### src/rtl/mem_arbiter_pkg.sv
// Shared definitions for the two-client main-memory arbiter.
package mem_arbiter_pkg;

  localparam int MEM_DATA_BITS = 128;
  localparam int DEF_ADDR_BITS = 28;
  localparam int DEF_DATA_BITS = MEM_DATA_BITS;
  localparam int DEF_BEATS     = 4;

  typedef enum logic [1:0] {
    ST_IDLE  = 2'd0,
    ST_REQ   = 2'd1,
    ST_WDATA = 2'd2,
    ST_RRESP = 2'd3
  } state_t;

  // Round-robin pick: a lone requester wins; on a tie the client that did not win last time goes.
  function automatic logic rr_pick(input logic v0, input logic v1, input logic last);
    if (v0 && v1) return ~last;
    return v1;
  endfunction

endpackage

### src/rtl/mem_arbiter.sv
// Arbitrates the main-memory port between dcache (client 0) and icache (client 1).
//
//  state    | meaning
//  ---------+-------------------------------------------------------------
//  ST_IDLE  | no transaction; a new grant is taken here only
//  ST_REQ   | granted client's request presented on the memory port
//  ST_WDATA | forwarding BEATS write-data beats from the granted client
//  ST_RRESP | routing BEATS read-response beats to the granted client
module mem_arbiter
  import mem_arbiter_pkg::*;
#(
  parameter int ADDR_BITS = DEF_ADDR_BITS,
  parameter int DATA_BITS = DEF_DATA_BITS,
  parameter int BEATS     = DEF_BEATS
) (
  input  logic                   clk,
  input  logic                   reset_n,
  input  logic                   c0_req_valid,
  output logic                   c0_req_ready,
  input  logic [ADDR_BITS-1:0]   c0_req_addr,
  input  logic                   c0_req_rw,
  input  logic                   c0_req_data_valid,
  output logic                   c0_req_data_ready,
  input  logic [DATA_BITS-1:0]   c0_req_data_bits,
  input  logic [DATA_BITS/8-1:0] c0_req_data_mask,
  output logic                   c0_resp_valid,
  output logic [DATA_BITS-1:0]   c0_resp_data,
  input  logic                   c1_req_valid,
  output logic                   c1_req_ready,
  input  logic [ADDR_BITS-1:0]   c1_req_addr,
  input  logic                   c1_req_rw,
  input  logic                   c1_req_data_valid,
  output logic                   c1_req_data_ready,
  input  logic [DATA_BITS-1:0]   c1_req_data_bits,
  input  logic [DATA_BITS/8-1:0] c1_req_data_mask,
  output logic                   c1_resp_valid,
  output logic [DATA_BITS-1:0]   c1_resp_data,
  output logic                   mem_req_valid,
  input  logic                   mem_req_ready,
  output logic [ADDR_BITS-1:0]   mem_req_addr,
  output logic                   mem_req_rw,
  output logic                   mem_req_data_valid,
  input  logic                   mem_req_data_ready,
  output logic [DATA_BITS-1:0]   mem_req_data_bits,
  output logic [DATA_BITS/8-1:0] mem_req_data_mask,
  input  logic                   mem_resp_valid,
  input  logic [DATA_BITS-1:0]   mem_resp_data,
  output logic                   protocol_err
);

  localparam int CNT_BITS = (BEATS > 1) ? $clog2(BEATS) : 1;
  localparam logic [CNT_BITS-1:0] LAST_BEAT = CNT_BITS'(BEATS - 1);

  state_t              state, state_nxt;
  logic                grant, grant_nxt;
  logic                last_grant, last_grant_nxt;
  logic [CNT_BITS-1:0] cnt, cnt_nxt;

  logic                   g_valid, g_rw, g_dvalid;
  logic [ADDR_BITS-1:0]   g_addr;
  logic [DATA_BITS-1:0]   g_dbits;
  logic [DATA_BITS/8-1:0] g_dmask;

  // Granted client's request and write-data fields.
  always_comb begin
    g_valid  = grant ? c1_req_valid      : c0_req_valid;
    g_rw     = grant ? c1_req_rw         : c0_req_rw;
    g_addr   = grant ? c1_req_addr       : c0_req_addr;
    g_dvalid = grant ? c1_req_data_valid : c0_req_data_valid;
    g_dbits  = grant ? c1_req_data_bits  : c0_req_data_bits;
    g_dmask  = grant ? c1_req_data_mask  : c0_req_data_mask;
  end

  // State, grant, round-robin history and beat counter registers.
  always_ff @(posedge clk or negedge reset_n) begin
    if (!reset_n) begin
      state      <= ST_IDLE;
      grant      <= 1'b0;
      last_grant <= 1'b1;
      cnt        <= '0;
    end else begin
      state      <= state_nxt;
      grant      <= grant_nxt;
      last_grant <= last_grant_nxt;
      cnt        <= cnt_nxt;
    end
  end

  // Next-state and output decode; every output is idle-low unless its phase is active.
  always_comb begin
    state_nxt          = state;
    grant_nxt          = grant;
    last_grant_nxt     = last_grant;
    cnt_nxt            = cnt;
    c0_req_ready       = 1'b0;
    c1_req_ready       = 1'b0;
    c0_req_data_ready  = 1'b0;
    c1_req_data_ready  = 1'b0;
    c0_resp_valid      = 1'b0;
    c1_resp_valid      = 1'b0;
    c0_resp_data       = '0;
    c1_resp_data       = '0;
    mem_req_valid      = 1'b0;
    mem_req_addr       = '0;
    mem_req_rw         = 1'b0;
    mem_req_data_valid = 1'b0;
    mem_req_data_bits  = '0;
    mem_req_data_mask  = '0;
    case (state)
      ST_IDLE: begin
        if (c0_req_valid || c1_req_valid) begin
          grant_nxt = rr_pick(c0_req_valid, c1_req_valid, last_grant);
          state_nxt = ST_REQ;
        end
      end
      ST_REQ: begin
        mem_req_valid = g_valid;
        mem_req_addr  = g_addr;
        mem_req_rw    = g_rw;
        c0_req_ready  = ~grant & mem_req_ready;
        c1_req_ready  = grant & mem_req_ready;
        if (!g_valid) begin
          // Client withdrew: history is left alone so it keeps its turn.
          state_nxt = ST_IDLE;
        end else if (mem_req_ready) begin
          last_grant_nxt = grant;
          cnt_nxt        = '0;
          state_nxt      = g_rw ? ST_WDATA : ST_RRESP;
        end
      end
      ST_WDATA: begin
        mem_req_data_valid = g_dvalid;
        mem_req_data_bits  = g_dbits;
        mem_req_data_mask  = g_dmask;
        c0_req_data_ready  = ~grant & mem_req_data_ready;
        c1_req_data_ready  = grant & mem_req_data_ready;
        if (g_dvalid && mem_req_data_ready) begin
          if (cnt == LAST_BEAT) begin
            cnt_nxt   = '0;
            state_nxt = ST_IDLE;
          end else begin
            cnt_nxt = cnt + 1'b1;
          end
        end
      end
      ST_RRESP: begin
        c0_resp_valid = ~grant & mem_resp_valid;
        c1_resp_valid = grant & mem_resp_valid;
        c0_resp_data  = mem_resp_data;
        c1_resp_data  = mem_resp_data;
        if (mem_resp_valid) begin
          if (cnt == LAST_BEAT) begin
            cnt_nxt   = '0;
            state_nxt = ST_IDLE;
          end else begin
            cnt_nxt = cnt + 1'b1;
          end
        end
      end
      default: state_nxt = ST_IDLE;
    endcase
  end

  // Sticky flag for a response beat arriving when no read is in flight.
  always_ff @(posedge clk or negedge reset_n) begin
    if (!reset_n) begin
      protocol_err <= 1'b0;
    end else if (mem_resp_valid && (state != ST_RRESP)) begin
      protocol_err <= 1'b1;
    end
  end

endmodule

### config.mk
export PLATFORM = sky130hd
export DESIGN_NAME = mem_arbiter
export DESIGN_NICKNAME = d
export VERILOG_FILES = /design/src/rtl/mem_arbiter_pkg.sv /design/src/rtl/mem_arbiter.sv
export SDC_FILE = /design/constraint.sdc
export NUM_CORES = 1
export LEC_CHECK = 0
export BUFFER_PORTS_ARGS = -buffer_cell sky130_fd_sc_hd__buf_4
export CORE_AREA = 5 5 355 357
export CTS_BUF_LIST = sky130_fd_sc_hd__clkbuf_8
export CTS_CLUSTER_DIAMETER = 80
export CTS_CLUSTER_SIZE = 10
export DETAILED_ROUTE_END_ITERATION = 10
export DIE_AREA = 0 0 360 362
export HOLD_SLACK_MARGIN = 0.1
export MAX_ROUTING_LAYER = met4
export SLEW_MARGIN = 20
export SYNTH_ARGS = -nofsm -noshare
export SYNTH_HDL_FRONTEND = slang
export SYNTH_SLANG_ARGS = --single-unit
### constraint.sdc
create_clock -name clk -period 1.9 [get_ports clk]
set_clock_uncertainty 0.1 [all_clocks]
set_input_delay 0.285 -clock clk [delete_from_list [all_inputs] [get_ports clk]]
set_output_delay 0.285 -clock clk [all_outputs]
set_load 0.02 [all_outputs]
== After elaboration in Yosys (flattened, before gate mapping) ==
Cells that the tools add are included.

* Flip-flop bits (word level): 7
* Bits in latches: 0
* Bits in writable memories: 0
* ROM bits: 0
* Logic and storage cells: 73
* Memories kept: 0

* Add/sub/neg operators: 1
* Multipliers: 0
* Divide/modulo/power cells: 0
* Magnitude comparators: 0
* Equality and inequality tests: 11
* Shift operators: 0
* Multiplexer cells: 38
* Bitwise gates (word level): 8
* Reduce and logical (&&, ||, !) cells: 10

{| class="wikitable"
|+ Operator list
! cell !! number
|-
| 2-to-1 mux 128 bit || 3
|-
| 2-to-1 mux 28 bit || 2
|-
| 2-to-1 mux 16 bit || 2
|-
| 2-to-1 mux 2 bit || 11
|-
| 2-to-1 mux 1 bit || 18
|-
| inequality test 2 bit, second input constant || 6
|-
| case mux 2 bit (4 select lines) || 1
|-
| bitwise AND 1 bit || 6
|-
| == test 2 bit, second input constant || 3
|-
| case mux 2 bit (3 select lines) || 1
|-
| AND reduction 5 bit || 1
|-
| AND reduction 4 bit || 1
|-
| logical AND 1 bit || 3
|-
| inequality test 3 bit, second input constant || 1
|-
| AND reduction 3 bit || 1
|-
| nonzero test 3 bit || 1
|-
| adder 2 x 1 -> 2 bit, second input constant || 1
|-
| == test 2 x 1 -> 1 bit, second input constant || 1
|-
| zero test 2 bit || 1
|-
| NOT 1 bit || 2
|-
| AND reduction 2 bit || 1
|-
| logical OR 1 bit || 1
|}

== Depth between registers and ports, before layout ==
Gate-level depths: netlist of the first run.

* Word-level depth: 5
* Gate-level depth with buffers: 6
* Depth with buffers taken out: 5

== Worst setup path after synthesis of the first run ==
OpenSTA, ideal clock, no wires.

* Path type: register -> output
* Start point: register state[0]
* End point: output c0_resp_valid
* Data arrival time: 1.326 ns
* Required time: 1.515 ns
* Path slack: 0.189 ns
* Stages on the path, launching flop included: 5
* Buffers on the path: 2
* Path through: dfrtp_1 > buf_2 > buf_2 > nand2_1 > nor3b_1

* Longest elaborated chain between the ends: 2

{| class="wikitable"
|+ RTL lines
! what !! line !! RTL
|-
| start, declared || mem_arbiter.sv:54 || <nowiki>state_t state, state_nxt;</nowiki>
|-
| start signal, assigned || mem_arbiter.sv:82 || <nowiki>state <= state_nxt;</nowiki>
|-
| == test 2 bit || mem_arbiter.sv:109 || <nowiki>case (state)</nowiki>
|-
| 2-to-1 mux 1 bit || mem_arbiter.sv:109 ||
|-
| end, declared || mem_arbiter.sv:26 || <nowiki>output logic c0_resp_valid,</nowiki>
|}

No other way between the ends.

== Worst setup path after layout of the first run ==
* Start point: register grant
* End point: output mem_req_addr[3]

* Longest elaborated chain between the ends: 2

{| class="wikitable"
|+ RTL lines
! what !! line !! RTL
|-
| start, declared || mem_arbiter.sv:55 || <nowiki>logic grant, grant_nxt;</nowiki>
|-
| start signal, assigned || mem_arbiter.sv:83 || <nowiki>grant <= grant_nxt;</nowiki>
|-
| 2-to-1 mux 28 bit || mem_arbiter.sv:68 || <nowiki>g_addr = grant ? c1_req_addr : c0_req_addr;</nowiki>
|-
| 2-to-1 mux 28 bit || mem_arbiter.sv:109 ||
|-
| end, declared || mem_arbiter.sv:40 || <nowiki>output logic [ADDR_BITS-1:0] mem_req_addr,</nowiki>
|}

No other way between the ends.

==> run_results.csv, run 1 <==
group,metric,value,unit
sta,whs,0.228,ns
critical_path,r2r_start,"grant",
logic_synthesis,synthDistinctLibCells,32,
sta,max_slew_margin,64.1,%
drt,routed_wl,111,mm
outcome,violations,"setup timing",
placement,finalWeightedCongestion,1.06,
power_and_ir_drop,total_power,19100,uW
drt,drtAntennaViolNets,0,
logic_synthesis,seq_area_frac_synth,3.43,%
clocking,worstSkewPairLatency,0.24,ns
grt,grt_max_degree,40,
die,fp.dieW,360,um
drt,wl_per_cell,34.1,um
sta,grt_setup_unrepaired,"true",
placement,detailed_place_hpwl,98.2,mm
outcome,outcome,"finished with violations",
critical_path,start_kind,"register",
critical_path,setup.reg_to_reg.worst_slack,0,ns
drt,iteration_0_drc_count_of_the_detailed_router,826,
run,cap_viol_max_count,0,
logic_synthesis,netlist_top_cells_area,"sky130_fd_sc_hd__mux2i_1, sky130_fd_sc_hd__buf_4, sky130_fd_sc_hd__and3_1",
critical_path,crit_path_top_delay_cell,"sky130_fd_sc_hd__dfrtp_4",
sta,hold_violations,0,
drt,drcViolationCount,0,
logic_synthesis,synthesis.instances,726,
die,initial_core_util,4.19,%
logic_synthesis,netlist.top_cell.by_area,"sky130_fd_sc_hd__mux2i_1",
logic_synthesis,synth.yosys.warnings,0,
placement,dpl.cell_count,3138,
clocking,clock_path_buffers,2,
sta,final-setup-viol-count,420,
critical_path,crit_path_max_fanout,12,
clocking,cts_made_buffers,3,
clocking,clk_pin_slew_worst_paths,0.05,ns
sta,tightest_slew,0.527,ns
sta,finalMaxSlewViolations,0,
clocking,clock_tree.root_cell,"sky130_fd_sc_hd__clkbuf_8",
critical_path,worst_path_most_repeated_cell,"sky130_fd_sc_hd__buf_4",
finish,layout-drive-gt1-share,79.2,%
grt,grt_pass1_vias,9645,
logic_synthesis,postSynthNetCount,1210,
sta,setup_ws,-0.324,ns
logic_synthesis,synth_area,5140,sq um
die,fp.dieH,362,um
power_and_ir_drop,vdd.ir_drop.worst,0.612,mV
critical_path,cp.arrival,1.84,ns
finish,nFillCells,13991,
sta,max_clock_freq,0.450,GHz
placement,port_buffers,920,
power_and_ir_drop,p_per_area,1140,nW/um^2
grt,grt_overflow_total,0,
critical_path,timing.rr.end,"cnt[1]",
finish,area.growth.synth_to_final,227,%
clocking,tritoncts,"done",
critical_path,worst_setup_path_startpoint,"grant",
die,floorplan.die_area,130000,sq um
sta,final_min_period,2.22,ns
die,core-area,123000,sq um
critical_path,crit_type,"reg -> out",
die,ios,921,
hold_path,hold_path_depth,2,
logic_synthesis,synth_seq_cells,7,
power_and_ir_drop,p_leak,0.00787,uW
placement,pre_cts_slack,-0.530,ns
drt,vias_after_detailed_routing,9766,
hold_path,hold_start,"mem_resp_valid",
sta,post-route-period-util,117,%
grt,grt_pass1_wl,130,mm
grt,grt_usage,16.3,%
finish,final_design_instance_area_without_fill,16800,sq um
finish,layoutNonFillerInstCount,3242,
finish,area_of_the_multi_input_gates,4800,sq um
critical_path,crit_chain,"buf_8 > buf_4 > mux2i_4 > nor2_1 > buf_4",
clocking,cts_num_sinks,7,
grt,antenna_found_initial,84,
hold_path,holdCritPathClass,"in -> reg",
clocking,h-tree-depth,1,
critical_path,rr_worst_depth,6,
placement,dpl_cell_area,13300,sq um
logic_synthesis,synth_area_per_cell,7.08,sq um
hold_path,holdPathEnd,"protocol_err",
finish,final_net_count,2040,
finish,seqCellArea,188,sq um
die,rows,129,
critical_path,timing.critical_path.required,1.51,ns
drt,drt-pass1-iter-count,5,
critical_path,critical_path.max_stage_delay,0.48,ns
critical_path,crit_path_end_kind,"output pin",
drt,route.detailed.vias_per_inst,3.01,
logic_synthesis,synth_top_area_share,34.1,%
[Yosys cell counts, drive strengths merged]
| cell | n |
|---|---|
| a31o | 2 |
| and2b | 1 |
| o21ai | 3 |
| a32o | 1 |
| nand3 | 2 |
| clkbuf | 31 |
| and3 | 131 |
| inv | 2 |
| a21o | 2 |
| nor3b | 4 |
| mux2i | 176 |
| a21oi | 3 |
| and4 | 2 |
| buf | 167 |
| a31oi | 1 |
| dfstp | 1 |
| nand2 | 7 |
| nor3 | 1 |
| nor2 | 179 |
| ha | 1 |
| dfrtp | 6 |
| nand2b | 3 |
[registers in the layout, indices dropped and copies added, names as in the netlist]
signal,count
last_grant,1
protocol_err,1
cnt,2
grant,1
state,2
[layout by cell type, fill, tap and decap left out, drive strengths merged]
cell type and count:
nor3b 4, buf 1016, and4 2, inv 2
clkinv 1, a31oi 1, bufbuf 1, o21ai 3
and2b 1, diode 50, dfstp 1, a32o 1
and3 131, nand2b 3, a31o 2, a21o 2
dfrtp 6, mux2i 176, a21oi 3, nor2 179
nor3 1, nand2 7, ha 1, clkbuf 8
nand3 2, dlygate4sd3 1
[critical path, delay by kind of cell (launching register included)]
kind	cells	cell delay [ns]
flops	1	0.48
simple gates	1	0.08
mux	1	0.38
buf+inv	3	0.60
[power breakdown]
part / internal (uW) / switching [uW] / leakage (uW)
logic: 8810 / 9660 / 0.00777
registers: 238 / 137 / 0.0000789
clock network: 144 / 92.8 / 0.0000258
[layout make-up]
cell class              count  share of cell area (%)
diodes                     50                   0.745
clock buffers               3                   0.246
clock inverters             1                  0.0298
inverters                   2                  0.0447
multi-input cells         519                    28.5
flip-flops and latches      7                    1.12
well taps                1637                    12.2
repair buffers           1023                    57.1
[worst max path at each step]
stage	slack (ns)	endpoint
after global placement	-0.65	mem_req_addr[17]
after global routing	-0.33	mem_req_addr[0]
after CTS	-0.33	mem_req_addr[19]
final	-0.32	mem_req_addr[3]
after floorplan	0.19	c0_resp_valid
after detailed placement	-0.53	mem_req_addr[0]
[cell families (layout without fill, tap and decap cells)]
logic type / count (synthesis) / count (layout) / synth area share [%]
AND/OR/NAND/NOR: 330 / 330 / 31.5
buffers and inverters: 200 / 1029 / 28.7
multiplexers: 176 / 176 / 34.5
AO/OA/AOI/OAI: 12 / 12 / 1.68
flip-flops: 7 / 7 / 3.43
adder cells (fa/ha/maj): 1 / 1 / 0.243
other: 0 / 50 / 0
[what timing repair did]
item | CTS | global route
hold buffers | 1 | 0
pin swaps | 67 | 15
resized for setup | 475 | 95
hold endpoints to repair | 7 | 0
buffers inserted | 25 | 3
cloned | 23 | 7
setup endpoints to repair | 382 | 411
[metal layers]
metal | routed length [um] | GRT usage (%)
met3 | 20700 | 13.4
met1 | 39200 | 16.5
met2 | 49300 | 25.3
met4 | 1420 | 1.46
met5 | 0 | -
[metrics by stage]
stage	utilization [%]	TNS [ns]
4_1_cts	13.3	-57.03
6_report	13.7	-37.63
5_1_grt	13.7	-50.26
2_1_floorplan	-	0
3_5_place_dp	10.9	-5.36
3_3_place_gp	10.9	-6.73
No activity file was read; power rests on OpenSTA's default activity.
==> run 2: changes to the inputs <==
--- a/config.mk
+++ b/config.mk
@@ -6,12 +6,12 @@
 export NUM_CORES = 1
 export LEC_CHECK = 0
 export BUFFER_PORTS_ARGS = -buffer_cell sky130_fd_sc_hd__buf_4
-export CORE_AREA = 5 5 355 357
+export CORE_AREA = 5 5 354 356
 export CTS_BUF_LIST = sky130_fd_sc_hd__clkbuf_8
 export CTS_CLUSTER_DIAMETER = 80
 export CTS_CLUSTER_SIZE = 10
 export DETAILED_ROUTE_END_ITERATION = 10
-export DIE_AREA = 0 0 360 362
+export DIE_AREA = 0 0 359 361
 export HOLD_SLACK_MARGIN = 0.1
 export MAX_ROUTING_LAYER = met4
 export SLEW_MARGIN = 20
==> constraint.sdc (replaced) <==
create_clock -name clk -period 2.8 [get_ports clk]
set_clock_uncertainty 0.1 [all_clocks]
set_input_delay 0.42 -clock clk [delete_from_list [all_inputs] [get_ports clk]]
set_output_delay 0.42 -clock clk [all_outputs]
set_load 0.02 [all_outputs]
==> run 2 against run 1 <==
- non-clock buffer count down 81
- setup slack improved by 0.31 ns
- register-to-register slack better by 0.78 ns
- highest routed layer unchanged
- global-route usage fell by 0.89 points
- critical path depth is 1 lower
- critical endpoint is now mem_req_addr[0]
- the flow still finishes with violations (setup timing)
- flip-flop and latch count did not move
==> run_results.csv, run 2 (synthesized netlist as in run 1, its figures left out) <==
group,metric,value,unit
drt,wl_per_cell,32.8,um
critical_path,cp.arrival,2.30,ns
clocking,clock_path_buffers,2,
critical_path,crit_chain,"buf_12 > mux2i_2 > nor2_1 > buf_4",
clocking,clock_tree.root_cell,"sky130_fd_sc_hd__clkbuf_8",
hold_path,hold_path_depth,1,
outcome,outcome,"finished with violations",
critical_path,crit_path_max_fanout,15,
finish,layout.cells.most_common,"sky130_fd_sc_hd__buf_4",
clocking,h-tree-depth,1,
die,fp.dieW,359,um
finish,layout.cells.most_common_list,"sky130_fd_sc_hd__buf_4, sky130_fd_sc_hd__nor2_1, sky130_fd_sc_hd__mux2i_1",
sta,hold_violations,0,
drt,drtAntennaViolNets,0,
critical_path,rr_worst_depth,5,
drt,vias_after_detailed_routing,9138,
drt,route.detailed.vias_per_inst,2.90,
run,cap_viol_max_count,0,
grt,grt_overflow_total,0,
finish,area.growth.synth_to_final,156,%
hold_path,holdPathEnd,"protocol_err",
placement,detailed_place_hpwl,96.6,mm
die,floorplan.die_area,130000,sq um
sta,max_clock_freq,0.355,GHz
sta,max_slew_margin,44.0,%
critical_path,worstPathBufferInverterCount,2,
drt,highest_metal_used,"met4",
drt,drcViolationCount,0,
die,core-area,121000,sq um
grt,grt_max_degree,140,
grt,grt_pass1_vias,8928,
critical_path,crit_path_end_kind,"output pin",
sta,final_min_period,2.82,ns
critical_path,crit_path_top_delay_cell,"sky130_fd_sc_hd__mux2i_2",
drt,route.layer.met1.wl,36.8,mm
sta,setup_ws,-0.0178,ns
critical_path,critical_path.max_stage_delay,0.74,ns
power_and_ir_drop,p_leak,0.00715,uW
hold_path,holdCritPathClass,"reg -> reg",
die,fp.dieH,361,um
critical_path,r2r_start,"grant",
drt,drt-pass1-iter-count,6,
finish,layout-drive-gt1-share,65.6,%
grt,grt_usage,15.4,%
sta,final-setup-viol-count,1,
clocking,clk_pin_slew_worst_paths,0.05,ns
critical_path,timing.critical_path.required,2.28,ns
outcome,violations,"setup timing",
drt,iteration_0_drc_count_of_the_detailed_router,860,
critical_path,family_of_cells_with_the_greatest_summed_delay_on_the_critical_path,"multiplexers",
clocking,cts_num_sinks,7,
die,initial_core_util,4.24,%
power_and_ir_drop,total_power,8700,uW
clocking,cts_made_buffers,3,
drt,met2WireLength,46.6,mm
sta,whs,0.358,ns
power_and_ir_drop,p_per_area,661,nW/um^2
finish,biggest_regs,"cnt x2, state x2",
sta,post-route-period-util,101,%
critical_path,setup.reg_to_reg.worst_slack,0.78,ns
clocking,worstSkewPairLatency,0.24,ns
hold_path,hold_start,"protocol_err",
drt,dr_wl_met3,19.1,mm
finish,final_util,10.8,%
grt,antenna_found_initial,94,
sta,grt_setup_unrepaired,"false",
placement,port_buffers,920,
critical_path,timing.rr.end,"cnt[1]",
die,rows,128,
placement,dpl_cell_area,12900,sq um
critical_path,crit_type,"reg -> out",
sta,tightest_slew,0.817,ns
drt,routed_wl,103,mm
clocking,tritoncts,"done",
placement,finalWeightedCongestion,1.09,
placement,pre_cts_slack,0.0687,ns
critical_path,start_kind,"register",
finish,final_net_count,1959,
finish,final_design_instance_area_without_fill,13200,sq um
sta,finalMaxSlewViolations,0,
finish,nFillCells,14273,
grt,grt_pass1_wl,122,mm
die,ios,921,
power_and_ir_drop,vdd.ir_drop.worst,0.540,mV
[run 2: cell types whose count changed in the layout (fill, tap and decap cells not counted), sizes merged]
cell / before / now
diode: 50 / 48
clkinv: 1 / 0
bufbuf: 1 / 0
inv: 2 / 3
buf: 1016 / 941
clkbuf: 8 / 3
[run 2: how the worst max path moves through the flow]
stage,from,end,slack (ns),depth (start not counted)
after global routing,grant,mem_req_addr[23],0.004,4
after CTS,grant,mem_req_addr[23],0.02,4
after detailed placement,grant,mem_req_addr[0],0.07,4
after global placement,grant,mem_req_addr[0],0.07,4
final,grant,mem_req_addr[0],-0.02,4
after floorplan,state[0],c0_resp_valid,0.95,4
[run 2: where the power goes]
group | internal, uW | total, uW | leakage (uW) | switching [uW]
clock | 96.1 | 155 | 0.0000272 | 58.8
sequential | 161 | 246 | 0.0000789 | 84.7
combinational | 3140 | 8300 | 0.00704 | 5160
[run 2: timing repair]
action,in CTS,in global routing
endpoints found under the hold margin,6,0
hold buffers,1,0
setup endpoints to repair,10,2
buffers inserted,0,0
resized for setup,11,2
[run 2: per-layer routing]
| metal | vias up | GRT usage (%) |
|---|---|---|
| li1 | 3909 | - |
| met1 | 4384 | 15.8 |
| met2 | 781 | 24.1 |
| met3 | 64 | 12.2 |
| met4 | 0 | 0.858 |
| met5 | - | - |
[run 2: stage by stage]
step / instances / TNS (ns)
2_1_floorplan: 726 / 0
3_3_place_gp: 3094 / 0
3_5_place_dp: 3094 / 0
4_1_cts: 3099 / 0
5_1_grt: 3139 / 0
6_report: 3147 / -0.0178
[run 2: worst register-to-register path: cells and delay by family, from the launching register on]
kind,cells,cell delay (ns)
flip-flops,1,0.57
multiplexers,1,0.46
AND/OR/NAND/NOR,1,0.19
buffers and inverters,1,0.30
AO/OA/AOI/OAI,2,0.30
[run 2: layout make-up]
cell class / count / area (sq um) / share of cell area, %
Antenna cell: 48 / 120 / 0.913
Clock buffer: 3 / 41.3 / 0.314
Clock inverter: 1 / 3.75 / 0.0285
Inverter: 2 / 7.51 / 0.0571
Multi-Input combinational cell: 519 / 3550 / 27.0
Sequential cell: 7 / 188 / 1.43
Tap cell: 1625 / 2030 / 15.5
Timing Repair Buffer: 942 / 7210 / 54.8
==> run 3: changes to the inputs <==
--- a/config.mk
+++ b/config.mk
@@ -6,14 +6,15 @@
 export NUM_CORES = 1
 export LEC_CHECK = 0
 export BUFFER_PORTS_ARGS = -buffer_cell sky130_fd_sc_hd__buf_4
-export CORE_AREA = 5 5 354 356
+export CORE_AREA = 5 5 355 357
 export CTS_BUF_LIST = sky130_fd_sc_hd__clkbuf_8
 export CTS_CLUSTER_DIAMETER = 80
 export CTS_CLUSTER_SIZE = 10
 export DETAILED_ROUTE_END_ITERATION = 10
-export DIE_AREA = 0 0 359 361
+export DIE_AREA = 0 0 360 362
 export HOLD_SLACK_MARGIN = 0.1
 export MAX_ROUTING_LAYER = met4
+export REMOVE_ABC_BUFFERS = 1
 export SLEW_MARGIN = 20
 export SYNTH_ARGS = -nofsm -noshare
 export SYNTH_HDL_FRONTEND = slang
==> constraint.sdc (replaced) <==
create_clock -name clk -period 3.05 [get_ports clk]
set_clock_uncertainty 0.1 [all_clocks]
set_input_delay 0.4575 -clock clk [delete_from_list [all_inputs] [get_ports clk]]
set_output_delay 0.4575 -clock clk [all_outputs]
set_load 0.1 [all_outputs]
==> run 3 against run 2 <==
- the flow still finishes with violations (setup timing)
- first-iteration DRC count decreased by 7.0%
- critical path depth up 1
- setup slack worse by 0.030 ns
- via count increased by 0.68%
- cell area grew 1.8%
- combinational power increased by 66%
- register-to-register slack better by 0.11 ns
- critical endpoint is now mem_req_addr[21]
- routed wire length up 5.1%
==> run_results.csv, run 3 (synthesized netlist as in run 1, its figures left out) <==
group,metric,value,unit
finish,nFillCells,14409,
finish,layout-drive-gt1-share,65.7,%
drt,routed_wl,108,mm
die,initial_core_util,4.19,%
die,core-area,123000,sq um
hold_path,hold_start,"cnt[1]",
outcome,outcome,"finished with violations",
finish,final_net_count,1959,
drt,wl_per_cell,33.9,um
placement,port_buffers,920,
grt,grt_max_degree,121,
clocking,clk_pin_slew_worst_paths,0.04,ns
critical_path,crit_path_max_fanout,25,
sta,hold_violations,0,
clocking,worstSkewPairLatency,0.23,ns
clocking,cts_made_buffers,3,
critical_path,start_kind,"register",
critical_path,crit_chain,"buf_12 > buf_12 > mux2i_1 > nor2_1 > buf_12",
finish,biggest_regs,"cnt x2, state x2",
critical_path,worst_setup_path_startpoint,"grant",
finish,final_design_instance_area_without_fill,13400,sq um
critical_path,critical_path.max_stage_delay,0.77,ns
grt,grt_pass1_vias,9052,
drt,route.layer.met1.wl,37.5,mm
drt,dr_wl_met3,17.8,mm
sta,max_clock_freq,0.323,GHz
power_and_ir_drop,p_sw,10900,uW
sta,setup_ws,-0.0482,ns
finish,layoutNonFillerInstCount,3194,
drt,met2WireLength,50.3,mm
grt,grt_usage,16.1,%
critical_path,timing.critical_path.required,2.49,ns
finish,layout.cells.most_common_list,"sky130_fd_sc_hd__buf_4, sky130_fd_sc_hd__nor2_1, sky130_fd_sc_hd__mux2i_1",
grt,grt_overflow_total,0,
placement,finalWeightedCongestion,1.06,
sta,tightest_slew,0.891,ns
drt,drt-pass1-iter-count,5,
critical_path,worst_path_most_repeated_cell,"sky130_fd_sc_hd__buf_12",
drt,highest_metal_used,"met4",
power_and_ir_drop,intPower,3290,uW
grt,antenna_found_initial,124,
sta,post-route-period-util,102,%
power_and_ir_drop,power.sequential.fraction,1.9,%
drt,vias_after_detailed_routing,9200,
critical_path,crit_path_end_kind,"output pin",
power_and_ir_drop,p_per_area,1060,nW/um^2
outcome,violations,"setup timing",
drt,route.detailed.vias_per_inst,2.88,
power_and_ir_drop,switching_share,76.8,%
clocking,clock_path_buffers,2,
critical_path,crit_path_top_delay_cell,"sky130_fd_sc_hd__mux2i_1",
sta,grt_setup_unrepaired,"true",
drt,drtAntennaViolNets,0,
finish,area_of_the_multi_input_gates,3560,sq um
sta,max_slew_margin,38.9,%
finish,layout.cells.most_common,"sky130_fd_sc_hd__buf_4",
placement,dpl.cell_count,3106,
sta,totalNegativeSetupSlack,-0.0755,ns
power_and_ir_drop,vdd.ir_drop.worst,0.453,mV
placement,pre_cts_slack,0.0731,ns
clocking,cts_num_sinks,7,
sta,finalMaxSlewViolations,0,
finish,seqCellArea,188,sq um
critical_path,crit_type,"reg -> out",
power_and_ir_drop,p_leak,0.00719,uW
placement,dpl_cell_area,13100,sq um
finish,area.growth.synth_to_final,160,%
die,rows,129,
grt,grt_pass1_wl,127,mm
hold_path,holdCritPathClass,"reg -> reg",
die,fp.dieH,362,um
power_and_ir_drop,clkPwrFrac,0.9,%
die,ios,921,
power_and_ir_drop,combPwrFrac,97.2,%
drt,drcViolationCount,0,
clocking,tritoncts,"done",
placement,detailed_place_hpwl,103,mm
clocking,h-tree-depth,1,
critical_path,r2r_start,"grant",
die,floorplan.die_area,130000,sq um
sta,final-setup-viol-count,2,
drt,iteration_0_drc_count_of_the_detailed_router,800,
clocking,clock_tree.root_cell,"sky130_fd_sc_hd__clkbuf_8",
run,cap_viol_max_count,0,
sta,final_min_period,3.10,ns
critical_path,cp.arrival,2.54,ns
die,fp.dieW,360,um
==> run 3: cell count changes in the layout (fill, tap and decap cells not counted), sizes merged <==
cell | before | now
diode | 48 | 83
==> run 3: worst max-delay path: cells and delay by family, from the launching register on <==
kind | cells | cell delay (ns)
DFF | 1 | 0.63
muxes | 1 | 0.77
and+or+nand+nor | 1 | 0.18
buffers and inverters | 3 | 0.67
==> run 3: layer usage <==
| metal | GRT usage, % | vias up |
|---|---|---|
| li1 | - | 3980 |
| met5 | - | - |
| met4 | 3.01 | 0 |
| met1 | 16.0 | 4316 |
| met2 | 26.3 | 798 |
| met3 | 11.0 | 106 |
==> run 3: stage by stage <==
stage | util [%] | hold WS [ns] | power [uW]
finish | 10.9 | 0.406 | 14200
global route | 10.9 | 0.416 | 14600
CTS | 10.7 | 0.409 | 14300
detailed placement | 10.7 | 0.184 | 14200
global placement | 10.7 | 0.179 | 14100
floorplan | - | 0.0619 | 8480
==> run 3: layout make-up <==
cell class / count / area share [%]
diodes: 83 / 1.55
clock buffers: 3 / 0.308
flip-flops and latches: 7 / 1.40
multi-input cells: 519 / 26.6
clock inverters: 1 / 0.0280
repair buffers: 942 / 54.8
inverters: 2 / 0.0560
well taps: 1637 / 15.3
==> run 3: final timing paths <==
check / cells after the start / end / slack (ns)
worst min register to register: 1 / cnt[1] / 0.41
worst max register to register: 5 / cnt[1] / 0.89
min in group asynchronous: 2 / state[1] / 0.53
worst max-delay path: 5 / mem_req_addr[21] / -0.05
max in group asynchronous: 2 / last_grant / 2.10
worst min-delay path: 1 / cnt[1] / 0.41
==> run 3: what timing repair did <==
item / CTS / global route
endpoints found under the setup margin: 9 / 8
endpoints found under the hold margin: 6 / 0
gates resized for setup: 6 / 6
hold buffers: 1 / 0
buffers inserted: 0 / 0
==> run 3: power groups by stage <==
| stage | logic [uW] | clock network [uW] | registers, uW |
|---|---|---|---|
| final | 13800 | 132 | 269 |
| after global routing | 14200 | 143 | 280 |
| after CTS | 13900 | 135 | 276 |
| after detailed placement | 13900 | 0 | 277 |
| after global placement | 13800 | 0 | 270 |
| after floorplan | 7900 | 0 | 581 |
